File: src/rtl/lsu_pkg.sv
// Shared types and constants for the load/store unit: funct3 codes, FSM
// states and the access-size helper.
package lsu_pkg;

  localparam int DATA_W = 64;
  localparam int ADDR_W = 9;
  localparam int DEPTH  = 256;

  localparam logic [2:0] F3_B  = 3'b000;
  localparam logic [2:0] F3_H  = 3'b001;
  localparam logic [2:0] F3_W  = 3'b010;
  localparam logic [2:0] F3_D  = 3'b011;
  localparam logic [2:0] F3_BU = 3'b100;
  localparam logic [2:0] F3_HU = 3'b101;
  localparam logic [2:0] F3_WU = 3'b110;

  typedef enum logic [2:0] {
    S_IDLE   = 3'd0,
    S_LOAD   = 3'd1,
    S_RMW_RD = 3'd2,
    S_WR     = 3'd3,
    S_RESP   = 3'd4
  } lsu_state_e;

  // funct3[1:0] encodes log2 of the access size for every legal code.
  function automatic logic [3:0] size_bytes(input logic [2:0] funct3);
    case (funct3[1:0])
      2'd0:    return 4'd1;
      2'd1:    return 4'd2;
      2'd2:    return 4'd4;
      default: return 4'd8;
    endcase
  endfunction

endpackage

File: src/rtl/lsu_if.sv
// Request/response bus between the execute stage (master) and the
// load/store unit (slave).
interface lsu_if;
  import lsu_pkg::*;

  // A transfer happens on the rising clk edge where valid & ready are both 1;
  // the sender holds valid and its payload stable until that edge, and ready
  // may not depend on anything but the receiver's own state.
  logic              req_valid;
  logic              req_ready;
  logic              req_we;
  logic [2:0]        req_funct3;
  logic [ADDR_W-1:0] req_addr;
  logic [DATA_W-1:0] req_wdata;
  logic              resp_valid;
  logic              resp_ready;
  logic [DATA_W-1:0] resp_rdata;
  logic              resp_err;

  modport master (
    output req_valid, req_we, req_funct3, req_addr, req_wdata, resp_ready,
    input  req_ready, resp_valid, resp_rdata, resp_err
  );

  modport slave (
    input  req_valid, req_we, req_funct3, req_addr, req_wdata, resp_ready,
    output req_ready, resp_valid, resp_rdata, resp_err
  );

endinterface

File: src/rtl/lsu_align.sv
// Combinational data shaping: load extract/extend from the low bytes of the
// memory word, and store byte-merge into the previously read doubleword.
module lsu_align
  import lsu_pkg::*;
(
  input  logic [2:0]        funct3,
  input  logic [DATA_W-1:0] rdata,
  input  logic [DATA_W-1:0] merge,
  input  logic [DATA_W-1:0] wdata,
  output logic [DATA_W-1:0] load_data,
  output logic [DATA_W-1:0] store_data
);

  always_comb begin
    load_data = rdata;
    case (funct3)
      F3_B:    load_data = {{56{rdata[7]}},  rdata[7:0]};
      F3_H:    load_data = {{48{rdata[15]}}, rdata[15:0]};
      F3_W:    load_data = {{32{rdata[31]}}, rdata[31:0]};
      F3_BU:   load_data = {56'd0, rdata[7:0]};
      F3_HU:   load_data = {48'd0, rdata[15:0]};
      F3_WU:   load_data = {32'd0, rdata[31:0]};
      default: load_data = rdata;
    endcase
  end

  // Stores only ever carry funct3 0..3, so the low two bits pick the size.
  always_comb begin
    store_data = wdata;
    case (funct3[1:0])
      2'd0:    store_data = {merge[63:8],  wdata[7:0]};
      2'd1:    store_data = {merge[63:16], wdata[15:0]};
      2'd2:    store_data = {merge[63:32], wdata[31:0]};
      default: store_data = wdata;
    endcase
  end

endmodule

File: src/rtl/load_store_unit.sv
// RISC-V load/store unit in front of a 64-bit byte-addressed memory that
// always writes 8 bytes; sub-doubleword stores go through read-modify-write.
// Build option MISALIGN_TRAP_EN: reject accesses not aligned to their size.
module load_store_unit
  import lsu_pkg::*;
(
  input  logic              clk,
  input  logic              rst_n,
  lsu_if.slave              bus,
  output logic [ADDR_W-1:0] mem_addr,
  output logic              mem_we,
  output logic [DATA_W-1:0] mem_wdata,
  input  logic [DATA_W-1:0] mem_rdata,
  output lsu_state_e        dbg_state
);

  lsu_state_e        state_q, state_d;
  logic [ADDR_W-1:0] addr_q;
  logic [2:0]        f3_q;
  logic [DATA_W-1:0] wdata_q;
  logic [DATA_W-1:0] merge_q;
  logic [DATA_W-1:0] rdata_q;
  logic              err_q;

  logic [3:0]        req_size;
  logic [ADDR_W:0]   req_end;
  logic              f3_bad;
  logic              range_bad;
  logic              align_bad;
  logic              req_bad;
  logic [DATA_W-1:0] load_data;
  logic [DATA_W-1:0] store_data;

  // Range check is done one bit wider so an access touching byte DEPTH
  // is caught instead of silently wrapping.
  always_comb begin
    req_size  = size_bytes(bus.req_funct3);
    req_end   = {1'b0, bus.req_addr} + (ADDR_W+1)'(req_size);
    f3_bad    = bus.req_we ? bus.req_funct3[2] : (bus.req_funct3 == 3'b111);
    range_bad = req_end > (ADDR_W+1)'(DEPTH);
`ifdef MISALIGN_TRAP_EN
    align_bad = (bus.req_addr & ADDR_W'(req_size - 4'd1)) != '0;
`else
    align_bad = 1'b0;
`endif
    req_bad   = f3_bad | range_bad | align_bad;
  end

  lsu_align u_align (
    .funct3     (f3_q),
    .rdata      (mem_rdata),
    .merge      (merge_q),
    .wdata      (wdata_q),
    .load_data  (load_data),
    .store_data (store_data)
  );

  always_ff @(posedge clk or negedge rst_n) begin
    if (!rst_n) state_q <= S_IDLE;
    else        state_q <= state_d;
  end

  always_comb begin
    state_d        = state_q;
    bus.req_ready  = 1'b0;
    bus.resp_valid = 1'b0;
    mem_we         = 1'b0;
    mem_addr       = '0;
    case (state_q)
      S_IDLE: begin
        bus.req_ready = 1'b1;
        if (bus.req_valid) begin
          if (req_bad)                     state_d = S_RESP;
          else if (!bus.req_we)            state_d = S_LOAD;
          else if (bus.req_funct3 == F3_D) state_d = S_WR;
          else                             state_d = S_RMW_RD;
        end
      end
      S_LOAD: begin
        mem_addr = addr_q;
        state_d  = S_RESP;
      end
      S_RMW_RD: begin
        mem_addr = addr_q;
        state_d  = S_WR;
      end
      S_WR: begin
        mem_addr = addr_q;
        mem_we   = 1'b1;
        state_d  = S_RESP;
      end
      S_RESP: begin
        bus.resp_valid = 1'b1;
        if (bus.resp_ready) state_d = S_IDLE;
      end
      default: state_d = S_IDLE;
    endcase
  end

  always_ff @(posedge clk or negedge rst_n) begin
    if (!rst_n) begin
      addr_q  <= '0;
      f3_q    <= '0;
      wdata_q <= '0;
      merge_q <= '0;
      rdata_q <= '0;
      err_q   <= 1'b0;
    end else begin
      case (state_q)
        S_IDLE: if (bus.req_valid) begin
          addr_q  <= bus.req_addr;
          f3_q    <= bus.req_funct3;
          wdata_q <= bus.req_wdata;
          rdata_q <= '0;
          err_q   <= req_bad;
        end
        S_LOAD:   rdata_q <= load_data;
        S_RMW_RD: merge_q <= mem_rdata;
        default: ;
      endcase
    end
  end

  assign bus.resp_rdata = (state_q == S_RESP) ? rdata_q : '0;
  assign bus.resp_err   = (state_q == S_RESP) & err_q;
  assign mem_wdata      = store_data;
  assign dbg_state      = state_q;

endmodule
File: src/flat_wrapper.sv
// flat-port wrapper written by rule: the top's interface ports become plain ports
module load_store_unit_flat import lsu_pkg::*;
  (clk, rst_n, mem_addr, mem_we, mem_wdata, mem_rdata, dbg_state, bus_req_valid, bus_req_we, bus_req_funct3, bus_req_addr, bus_req_wdata, bus_resp_ready, bus_req_ready, bus_resp_valid, bus_resp_rdata, bus_resp_err);
  lsu_if bus_i ();
  input  logic clk;
  input  logic rst_n;
  output logic [ADDR_W-1:0] mem_addr;
  output logic mem_we;
  output logic [DATA_W-1:0] mem_wdata;
  input  logic [DATA_W-1:0] mem_rdata;
  output lsu_state_e dbg_state;
  input wire logic [$bits(bus_i.req_valid)-1:0] bus_req_valid;
  input wire logic [$bits(bus_i.req_we)-1:0] bus_req_we;
  input wire logic [$bits(bus_i.req_funct3)-1:0] bus_req_funct3;
  input wire logic [$bits(bus_i.req_addr)-1:0] bus_req_addr;
  input wire logic [$bits(bus_i.req_wdata)-1:0] bus_req_wdata;
  input wire logic [$bits(bus_i.resp_ready)-1:0] bus_resp_ready;
  output wire logic [$bits(bus_i.req_ready)-1:0] bus_req_ready;
  output wire logic [$bits(bus_i.resp_valid)-1:0] bus_resp_valid;
  output wire logic [$bits(bus_i.resp_rdata)-1:0] bus_resp_rdata;
  output wire logic [$bits(bus_i.resp_err)-1:0] bus_resp_err;
  assign bus_i.req_valid = bus_req_valid;
  assign bus_i.req_we = bus_req_we;
  assign bus_i.req_funct3 = bus_req_funct3;
  assign bus_i.req_addr = bus_req_addr;
  assign bus_i.req_wdata = bus_req_wdata;
  assign bus_i.resp_ready = bus_resp_ready;
  assign bus_req_ready = bus_i.req_ready;
  assign bus_resp_valid = bus_i.resp_valid;
  assign bus_resp_rdata = bus_i.resp_rdata;
  assign bus_resp_err = bus_i.resp_err;
  load_store_unit u_core (.clk(clk), .rst_n(rst_n), .bus(bus_i), .mem_addr(mem_addr), .mem_we(mem_we), .mem_wdata(mem_wdata), .mem_rdata(mem_rdata), .dbg_state(dbg_state));
endmodule
File: config.mk
export PLATFORM = sky130hd
export DESIGN_NAME = load_store_unit_flat
export DESIGN_NICKNAME = d
export VERILOG_FILES = /design/src/rtl/lsu_pkg.sv /design/src/rtl/lsu_if.sv /design/src/rtl/lsu_align.sv /design/src/rtl/load_store_unit.sv /design/src/flat_wrapper.sv
export SDC_FILE = /design/constraint.sdc
export NUM_CORES = 1
export LEC_CHECK = 0
export CAP_MARGIN = 20
export CORE_MARGIN = 2
export CORE_UTILIZATION = 25
export CTS_CLUSTER_DIAMETER = 120
export CTS_CLUSTER_SIZE = 24
export DETAILED_ROUTE_END_ITERATION = 10
export HOLD_SLACK_MARGIN = 0.12
export RECOVER_POWER = 100
export SLEW_MARGIN = 10
export SYNTH_ARGS = -nofsm -noshare
export SYNTH_HDL_FRONTEND = slang
export SYNTH_HIERARCHICAL = 1
export SYNTH_SLANG_ARGS = --single-unit
File: constraint.sdc
create_clock -name clk -period 1.7 [get_ports clk]
set_input_delay 0.17 -clock clk [delete_from_list [all_inputs] [get_ports clk]]
set_output_delay 0.17 -clock clk [all_outputs]
set_load 0.005 [all_outputs]
* Yosys cells after proc, flatten, opt, wreduce, memory -nomap -nowiden *
Index checks and enable logic that the tools add are counted.

cells by class
  muxes and demuxes = 17
  equality and inequality tests = 17
  $add $sub $neg = 1
  magnitude comparators = 1
  reductions and logical operators = 10
  bitwise operators = 2

operators with widths
  cell                                                 number
  case mux 64 bit (6 select lines)                     1
  case mux 64 bit (3 select lines)                     1
  2-to-1 mux 64 bit                                    2
  case mux 64 bit (2 select lines)                     1
  == test 3 bit, second input constant                 5
  == test 3 x 2 -> 1 bit, second input constant        4
  2-to-1 mux 3 bit                                     4
  case mux 3 bit (4 select lines)                      1
  case mux 4 bit (3 select lines)                      1
  adder 9 x 4 -> 10 bit                                1
  > comparator 10 x 9 -> 1 bit, second input constant  1
  2-to-1 mux 9 bit                                     1
  == test 3 x 1 -> 1 bit, second input constant        2
  zero test 3 bit                                      2
  AND reduction 2 bit                                  3
  2-to-1 mux 1 bit                                     5
  == test 2 x 1 -> 1 bit, second input constant        2
  == test 2 bit, second input constant                 2
  zero test 2 bit                                      2
  != test 2 bit, second input constant                 2
  OR reduction 3 bit                                   1
  nonzero test 2 bit                                   1
  OR reduction 2 bit                                   1
  AND 1 bit                                            1
  OR 1 bit                                             1

storage, ports and cells
  output and inout bits = 144
  logic and storage cells = 55
  register bits = 208
  input bits = 145

* Longest topological paths before layout *
Gate-level depths: netlist of the first run.

  word-level depth = 8
  depth in mapped cells = 9
  depth with buffers taken out = 9

* Hierarchy *
The synthesis of the first run kept the hierarchy.

modules (own cells, without submodules)
  module           seq. area each (sq um)  cells each  area an instance (sq um)  instances
  load_store_unit  5,205.0                 886         8,758.4                   1
  lsu_align        0.0                     213         1,730.4                   1

* Worst setup path before layout of the first run *
OpenSTA, ideal clock, no wires.

  kind = input to register
  start = input bus_req_funct3[0]
  end = register u_core.state_q[0] (netlist: u_core/dbg_state[0])
  path slack = -85 ps
  buffers on the path = 0
  stages on the path = 9
  data required time = 1,580 ps
  setup time = 120 ps
  arrival = 1,665 ps
  path through = nor2_1 ha_1 inv_1 fa_1 nand2b_1 a211oi_2 xnor2_1 a41o_1 a31o_1

between the ends
  word-level cells in the longest chain between the ends = 8
  elaborated cells between the ends (all ways) = 15
  classes of those cells = add/sub: 1; order compare: 1; eq/ne: 4; mux: 7; bitwise: 1; reduce/logical: 1

RTL lines
  item                                         line                   source
  from (decl)                                  flat_wrapper.sv:14     input wire logic [$bits(bus_i.req_funct3)-1:0] bus_req_funct3;
  == test 2 bit, or another cell as far along  lsu_pkg.sv:27          case (funct3[1:0])
  case mux 4 bit (3 select lines)              lsu_pkg.sv:27
  adder 9 x 4 -> 10 bit                        load_store_unit.sv:38  req_end = {1'b0, bus.req_addr} + (ADDR_W+1)'(req_size);
  > comparator 10 x 9 -> 1 bit                 load_store_unit.sv:40  range_bad = req_end > (ADDR_W+1)'(DEPTH);
  OR 1 bit                                     load_store_unit.sv:46  req_bad = f3_bad | range_bad | align_bad;
  2-to-1 mux 3 bit *                           load_store_unit.sv:73  if (req_bad) state_d = S_RESP;
  2-to-1 mux 3 bit *                           load_store_unit.sv:72  if (bus.req_valid) begin
  case mux 3 bit (4 select lines) *            load_store_unit.sv:69  case (state_q)
  to (signal assigned)                         load_store_unit.sv:60  else state_q <= state_d;
  to (decl)                                    load_store_unit.sv:17  lsu_state_e state_q, state_d;

Mark *: on every way between the ends. The rest lies on a longest branch, timed or not. The select of a mux whose other input is x is not followed.
A chain may end at the register's enable or synchronous reset.

* Worst setup path in the final report of the first run *
  start = register u_core.f3_q[1]
  end = output mem_wdata[35]

between the ends
  word-level cells in the longest chain between the ends = 2
  elaborated cells between the ends (all ways) = 4
  classes of those cells = eq/ne: 2; mux: 1; reduce/logical: 1

RTL lines
  item                                         line                    source
  from (decl)                                  load_store_unit.sv:19   logic [2:0] f3_q;
  from (signal assigned)                       load_store_unit.sv:112  f3_q <= bus.req_funct3;
  == test 2 bit, or another cell as far along  lsu_align.sv:30         case (funct3[1:0])
  case mux 64 bit (3 select lines) *           lsu_align.sv:30
  to (decl)                                    flat_wrapper.sv:9       output logic [DATA_W-1:0] mem_wdata;

Mark *: on every way between the ends. The rest lies on a longest branch, timed or not.

==> results.sh, run 1 <==
export IMPL_via_count=9627
export IMPL_cts_num_sinks=200
export IMPL_grt_max_degree=80
export IMPL_pwr_share_seq=0.259
export IMPL_reg2reg_from="u_core/f3_q[1]"
export IMPL_core_area_um2=40000
export IMPL_drv_cap=0
export IMPL_synth_area_um2=10200
export IMPL_ios=289
export IMPL_hold_path_class="in2reg"
export IMPL_status="finished, violations left"
export IMPL_cts_tree="done"
export IMPL_dp_slack_ns=-0.671
export IMPL_rrSetupSlack_ns=-0.22
export IMPL_grt_first_pass_wirelength_um=52400
export IMPL_rows=73
export IMPL_worstSetupStartpoint="u_core/f3_q[1]"
export IMPL_timing_fmax_mhz=487
export IMPL_synth_warnings=6
export IMPL_layout_drive_gt1_share=0.477
export IMPL_place_area_um2=13900
export IMPL_cts_buffer_depth=2
export IMPL_slew_headroom=0.0684
export IMPL_worst_path_stages=6
export IMPL_drc=0
export IMPL_clkSlewWorstSetupHoldPaths_ns=0.07
export IMPL_grt_overflow_total=0
export IMPL_power_frac_clock=0.125
export IMPL_power_switching_mw=12.6
export IMPL_rsz0062_at_grt="yes"
export IMPL_syn_nets=1233
export IMPL_start_kind="flip-flop"
export IMPL_setup_ws_ns=-0.351
export IMPL_gp_routability_congestion=0.825
export IMPL_post_route_util=0.455
export IMPL_drv_slew=0
export IMPL_setup_tns_ns=-45.42
export IMPL_path_cells="nand2_8 -> buf_6 -> buf_12 -> buf_6 -> mux2_4 -> buf_6"
export IMPL_cp_data_required_time_ns=1.53
export IMPL_cts_inserted_buffers=17
export IMPL_setup_violations=312
export IMPL_fin_skew_ns=0.0142
export IMPL_grt_antenna_before_repair=0
export IMPL_hold_violations=0
export IMPL_intPower_mw=20.7
export IMPL_n_antenna_cell=0
export IMPL_leakage_nw=8.71
export IMPL_wl_per_cell_um=23.3
export IMPL_vdd_drop_max_mv=0.864
export IMPL_crit_path_end_kind="output pin"
export IMPL_finalCriticalPeriod_ns=2.05
export IMPL_netSwitchingFraction=0.378
export IMPL_tightestPinTransition_ns=1.40
export IMPL_fp_dieArea_um2=42400
export IMPL_dr_pass1_iters=4
export IMPL_critPathMaxStageDelay_ns=0.54
export IMPL_drt_iter0_markers=466
export IMPL_endpoint="mem_wdata[35]"
export IMPL_drt_wl_total_um=47300
export IMPL_syn_inst=1083
export IMPL_placed_cells=1846
export IMPL_grt_use_total=0.161
export IMPL_viasPerCell=4.74
export IMPL_worst_path_buf_inv=4
export IMPL_clk_latency_ns=0.45
export IMPL_slowest_stage="dfrtp_4"
export IMPL_hpwlAfterDp_um=22500
export IMPL_finalCritPeriodShare=1.21
export IMPL_violations="negative setup slack"
export IMPL_critical_path_top_delay_family="flip-flops"
export IMPL_path_common_cell="buf_6"
export IMPL_htree_levels=4
export IMPL_final_cell_mix="269 x nand2_1, 197 x dfrtp_1, 149 x buf_6"
export IMPL_ant_nets=0
export IMPL_final_cells=2030
export IMPL_p_per_area_nw_per_um2=1830
export IMPL_grt_pass1_vias=8712
export IMPL_criticalPathCategory="reg2out"
export IMPL_fp_dieW_um=206
export IMPL_r2r_cells=8
export IMPL_nFillCells=3679
export IMPL_root_buffer="clkbuf_16"
export IMPL_p_comb_frac=0.616
export IMPL_worst_path_max_fanout=8
export IMPL_layout_commonest_cell="nand2_1"
export IMPL_design_area_um2=18200
export IMPL_synth_area_per_cell_um2=9.42
export IMPL_start_util=0.255
export IMPL_die_height_um=206
export IMPL_io_buffers=288
export IMPL_cp_arrival_ns=1.88
export IMPL_nNetsFinal=1642
export IMPL_reg2reg_to="u_core/rdata_q[32]"
export IMPL_area_delta_synth_final_pct=78.6
-- layout make-up --
type,count,area (um^2),area share
inverter,5,18.8,0.00103
sequential,200,5010,0.275
clock inverter,11,113,0.00618
multi-input combinational,775,5910,0.324
clock buffer,21,460,0.0253
timing repair buffer,493,6050,0.332
tap,525,657,0.0361
-- worst register-to-register path: cells and delay by family (launching register included) --
family          cells  cell delay (ns)
compound gates      2             0.24
buf+inv             4             0.66
flops               1             0.54
simple gates        2             0.43
-- state kept, by name, summed over array words and instances (netlist names) --
| name | count |
|---|---|
| u_core/f3_q | 3 |
| u_core/dbg_state | 3 |
| u_core/addr_q | 9 |
| u_core/wdata_q | 64 |
| u_core/merge_q | 56 |
| u_core/err_q | 1 |
| u_core/rdata_q | 64 |
-- per-layer routing --
| layer | global-route usage | vias to the layer above | part of all wire |
|---|---|---|---|
| met5 | 0 | - | 0 |
| met4 | 0.0472 | 0 | 0.019 |
| met3 | 0.0312 | 42 | 0.050 |
| met2 | 0.264 | 300 | 0.51 |
| met1 | 0.215 | 4840 | 0.42 |
| li1 | - | 4445 | - |
-- how the worst min path moves through the flow --
stage,start,end,slack (ns),cells past startpoint
floorplan,rst_n,u_core/addr_q[0],-0.13,0
global placement,rst_n,u_core/wdata_q[27],0.12,1
detailed placement,rst_n,u_core/wdata_q[29],0.13,1
CTS,bus_req_wdata[41],u_core/wdata_q[41],0.21,3
global route,bus_req_funct3[0],u_core/f3_q[0],0.20,4
finish,bus_req_funct3[0],u_core/f3_q[0],0.19,4
-- metrics by stage --
stage | power [mW] | hold WS (ns)
2_1_floorplan | 14.8 | -0.126
3_5_place_dp | 20.4 | 0.131
6_report | 33.3 | 0.191
3_3_place_gp | 20.2 | 0.117
4_1_cts | 26.2 | 0.206
5_1_grt | 35.1 | 0.196
-- power groups by stage --
stage	Clock, mW	Sequential, mW	Combinational [mW]
global placement	0	8.32	11.9
finish	4.15	8.63	20.5
global route	4.44	8.91	21.7
CTS	4.25	8.38	13.6
detailed placement	0	8.40	12.0
floorplan	0	7.92	6.83
-- what timing repair did --
item	4_1_cts	5_1_grt
gates resized for setup	489	642
pin swaps	6	133
endpoints found under the hold margin	200	3
setup endpoints to repair	147	331
hold buffers	1	3
cloned	6	69
buffers inserted	39	45
Note: power is estimated with default switching activity, not from simulation.
==> inputs of run 2 (changes only) <==
- SKIP_LAST_GASP: default -> 1
==> run 2 against run 1 <==
The flow still finishes with violations (negative setup slack); sequential share of layout area rose by 1.1 points; core utilization fell by 1.7 points; cell area fell by 3.8%; register-to-register slack barely moved; count of clock-buffer cells in the layout did not move; clock power barely moved; largest power group unchanged; highest routed layer unchanged.
==> results.sh, run 2 (synthesis gave the netlist of run 1 again) <==
export IMPL_hpwlAfterDp_um=22500
export IMPL_cts_inserted_buffers=17
export IMPL_criticalPathCategory="reg2out"
export IMPL_layout_commonest_cell="nand2_1"
export IMPL_hold_path_class="in2reg"
export IMPL_power_frac_clock=0.131
export IMPL_biggestRegsByFlops="u_core/rdata_q (64), u_core/wdata_q (64), u_core/merge_q (56)"
export IMPL_cp_arrival_ns=1.87
export IMPL_worst_path_max_fanout=4
export IMPL_grt_met1_usage=0.216
export IMPL_grt_overflow_total=0
export IMPL_dr_pass1_iters=5
export IMPL_final_cells=2008
export IMPL_cts_tree="done"
export IMPL_p_comb_frac=0.600
export IMPL_die_height_um=206
export IMPL_power_switching_mw=11.8
export IMPL_violations="negative setup slack"
export IMPL_viasPerCell=4.69
export IMPL_drt_wl_total_um=44600
export IMPL_vdd_drop_max_mv=0.746
export IMPL_htree_levels=4
export IMPL_fp_dieArea_um2=42400
export IMPL_n_antenna_cell=0
export IMPL_grt_pass1_vias=8697
export IMPL_rrSetupSlack_ns=-0.23
export IMPL_intPower_mw=19.8
export IMPL_finalCritPeriodShare=1.20
export IMPL_area_delta_synth_final_pct=71.9
export IMPL_rows=73
export IMPL_crit_path_end_kind="output pin"
export IMPL_final_cell_mix="294 x nand2_1, 197 x dfrtp_1, 141 x buf_6"
export IMPL_setup_violations=300
export IMPL_start_util=0.255
export IMPL_via_count=9417
export IMPL_min_path_cells=4
export IMPL_fp_dieW_um=206
export IMPL_r2r_cells=8
export IMPL_grt_max_degree=80
export IMPL_slew_headroom=0.0711
export IMPL_hold_start="bus_req_funct3[0]"
export IMPL_hold_violations=0
export IMPL_netSwitchingFraction=0.374
export IMPL_cp_data_required_time_ns=1.53
export IMPL_finalPower_mw=31.6
export IMPL_grt_busiest_layer="met2"
export IMPL_placed_cells=1846
export IMPL_grt_use_total=0.161
export IMPL_met3_usage=0.0309
export IMPL_leakage_nw=8.39
export IMPL_start_kind="flip-flop"
export IMPL_nNetsFinal=1620
export IMPL_reg2reg_from="u_core/f3_q[1]"
export IMPL_root_buffer="clkbuf_16"
export IMPL_timing_fmax_mhz=490
export IMPL_p_per_area_nw_per_um2=1800
export IMPL_cts_buffer_depth=2
export IMPL_io_buffers=288
export IMPL_drc=0
export IMPL_ant_nets=0
export IMPL_rsz0062_at_grt="yes"
export IMPL_status="finished, violations left"
export IMPL_grt_antenna_before_repair=0
export IMPL_cts_num_sinks=200
export IMPL_gp_routability_congestion=0.825
export IMPL_setup_ws_ns=-0.342
export IMPL_grt_first_pass_wirelength_um=52200
export IMPL_grtUsageMet2=0.262
export IMPL_tightestPinTransition_ns=1.39
export IMPL_reg2reg_to="u_core/rdata_q[32]"
export IMPL_layout_drive_gt1_share=0.452
export IMPL_clkSlewWorstSetupHoldPaths_ns=0.07
export IMPL_pwr_share_seq=0.269
export IMPL_ios=289
export IMPL_drv_slew=0
export IMPL_drv_cap=0
export IMPL_drt_iter0_markers=452
export IMPL_clk_latency_ns=0.46
export IMPL_wl_per_cell_um=22.2
export IMPL_fin_skew_ns=0.0192
export IMPL_core_area_um2=40000
export IMPL_min_to="u_core/f3_q[0]"
export IMPL_finalCriticalPeriod_ns=2.04
==> run 2: critical path, cell delays in order (launching register included) <==
cell,delay (ns)
dfrtp_4,0.53
nor2_4,0.14
buf_12,0.13
buf_8,0.11
buf_6,0.10
mux2_4,0.30
buf_6,0.12
==> run 2: worst max-delay path by stage <==
stage / start / depth (start not counted) / slack [ns] / to
5_1_grt: u_core/f3_q[1] / 6 / -0.40 / mem_wdata[52]
3_5_place_dp: bus_req_funct3[0] / 10 / -0.67 / u_core/dbg_state[1]
4_1_cts: u_core/dbg_state[1] / 4 / -0.51 / bus_resp_rdata[24]
6_report: u_core/f3_q[1] / 6 / -0.34 / mem_wdata[9]
2_1_floorplan: bus_req_funct3[0] / 9 / -0.03 / u_core/dbg_state[0]
3_3_place_gp: bus_req_funct3[0] / 10 / -0.58 / u_core/dbg_state[0]
==> run 2: routing by layer <==
layer  up-vias  share of wire  wire, um
met3        42          0.046      2060
met1      4720           0.43     19200
met4         0          0.018       813
met2       256           0.50     22500
li1       4399              -         -
met5         -              0         0
==> run 2: metrics by stage <==
stage	util	TNS [ns]	cell area (um^2)	hold slack, ns	setup WS [ns]
after floorplan	-	-0.0556	10200	-0.126	-0.0278
after global placement	0.347	-6.09	13900	0.117	-0.577
after detailed placement	0.347	-6.28	13900	0.131	-0.671
after CTS	0.377	-71.79	15100	0.206	-0.515
after global routing	0.438	-62.42	17500	0.175	-0.404
final	0.438	-44.69	17500	0.191	-0.342
==> run 2: cell type report <==
type | count | area (um^2)
clock buffers | 21 | 460
clock inverters | 11 | 113
fillers | 3758 | 22500
inverters | 5 | 18.8
multi-input cells | 773 | 5730
flip-flops and latches | 200 | 5010
well taps | 525 | 657
repair buffers | 473 | 5550
==> run 2: timing repair <==
item | in CTS | in global routing
endpoints found under the setup margin | 147 | 331
pin swaps | 5 | 101
endpoints found under the hold margin | 200 | 3
gates resized for setup | 351 | 666
buffers inserted | 39 | 40
hold buffers | 1 | 3
gates cloned | 6 | 52
==> run 2: power by group through the flow <==
stage               clock network (mW)  logic [mW]  registers (mW)
global placement                     0        11.9            8.32
floorplan                            0        6.83            7.92
CTS                               4.25        13.6            8.37
detailed placement                   0        12.0            8.40
global route                      4.43        20.2            8.78
finish                            4.12        19.0            8.50
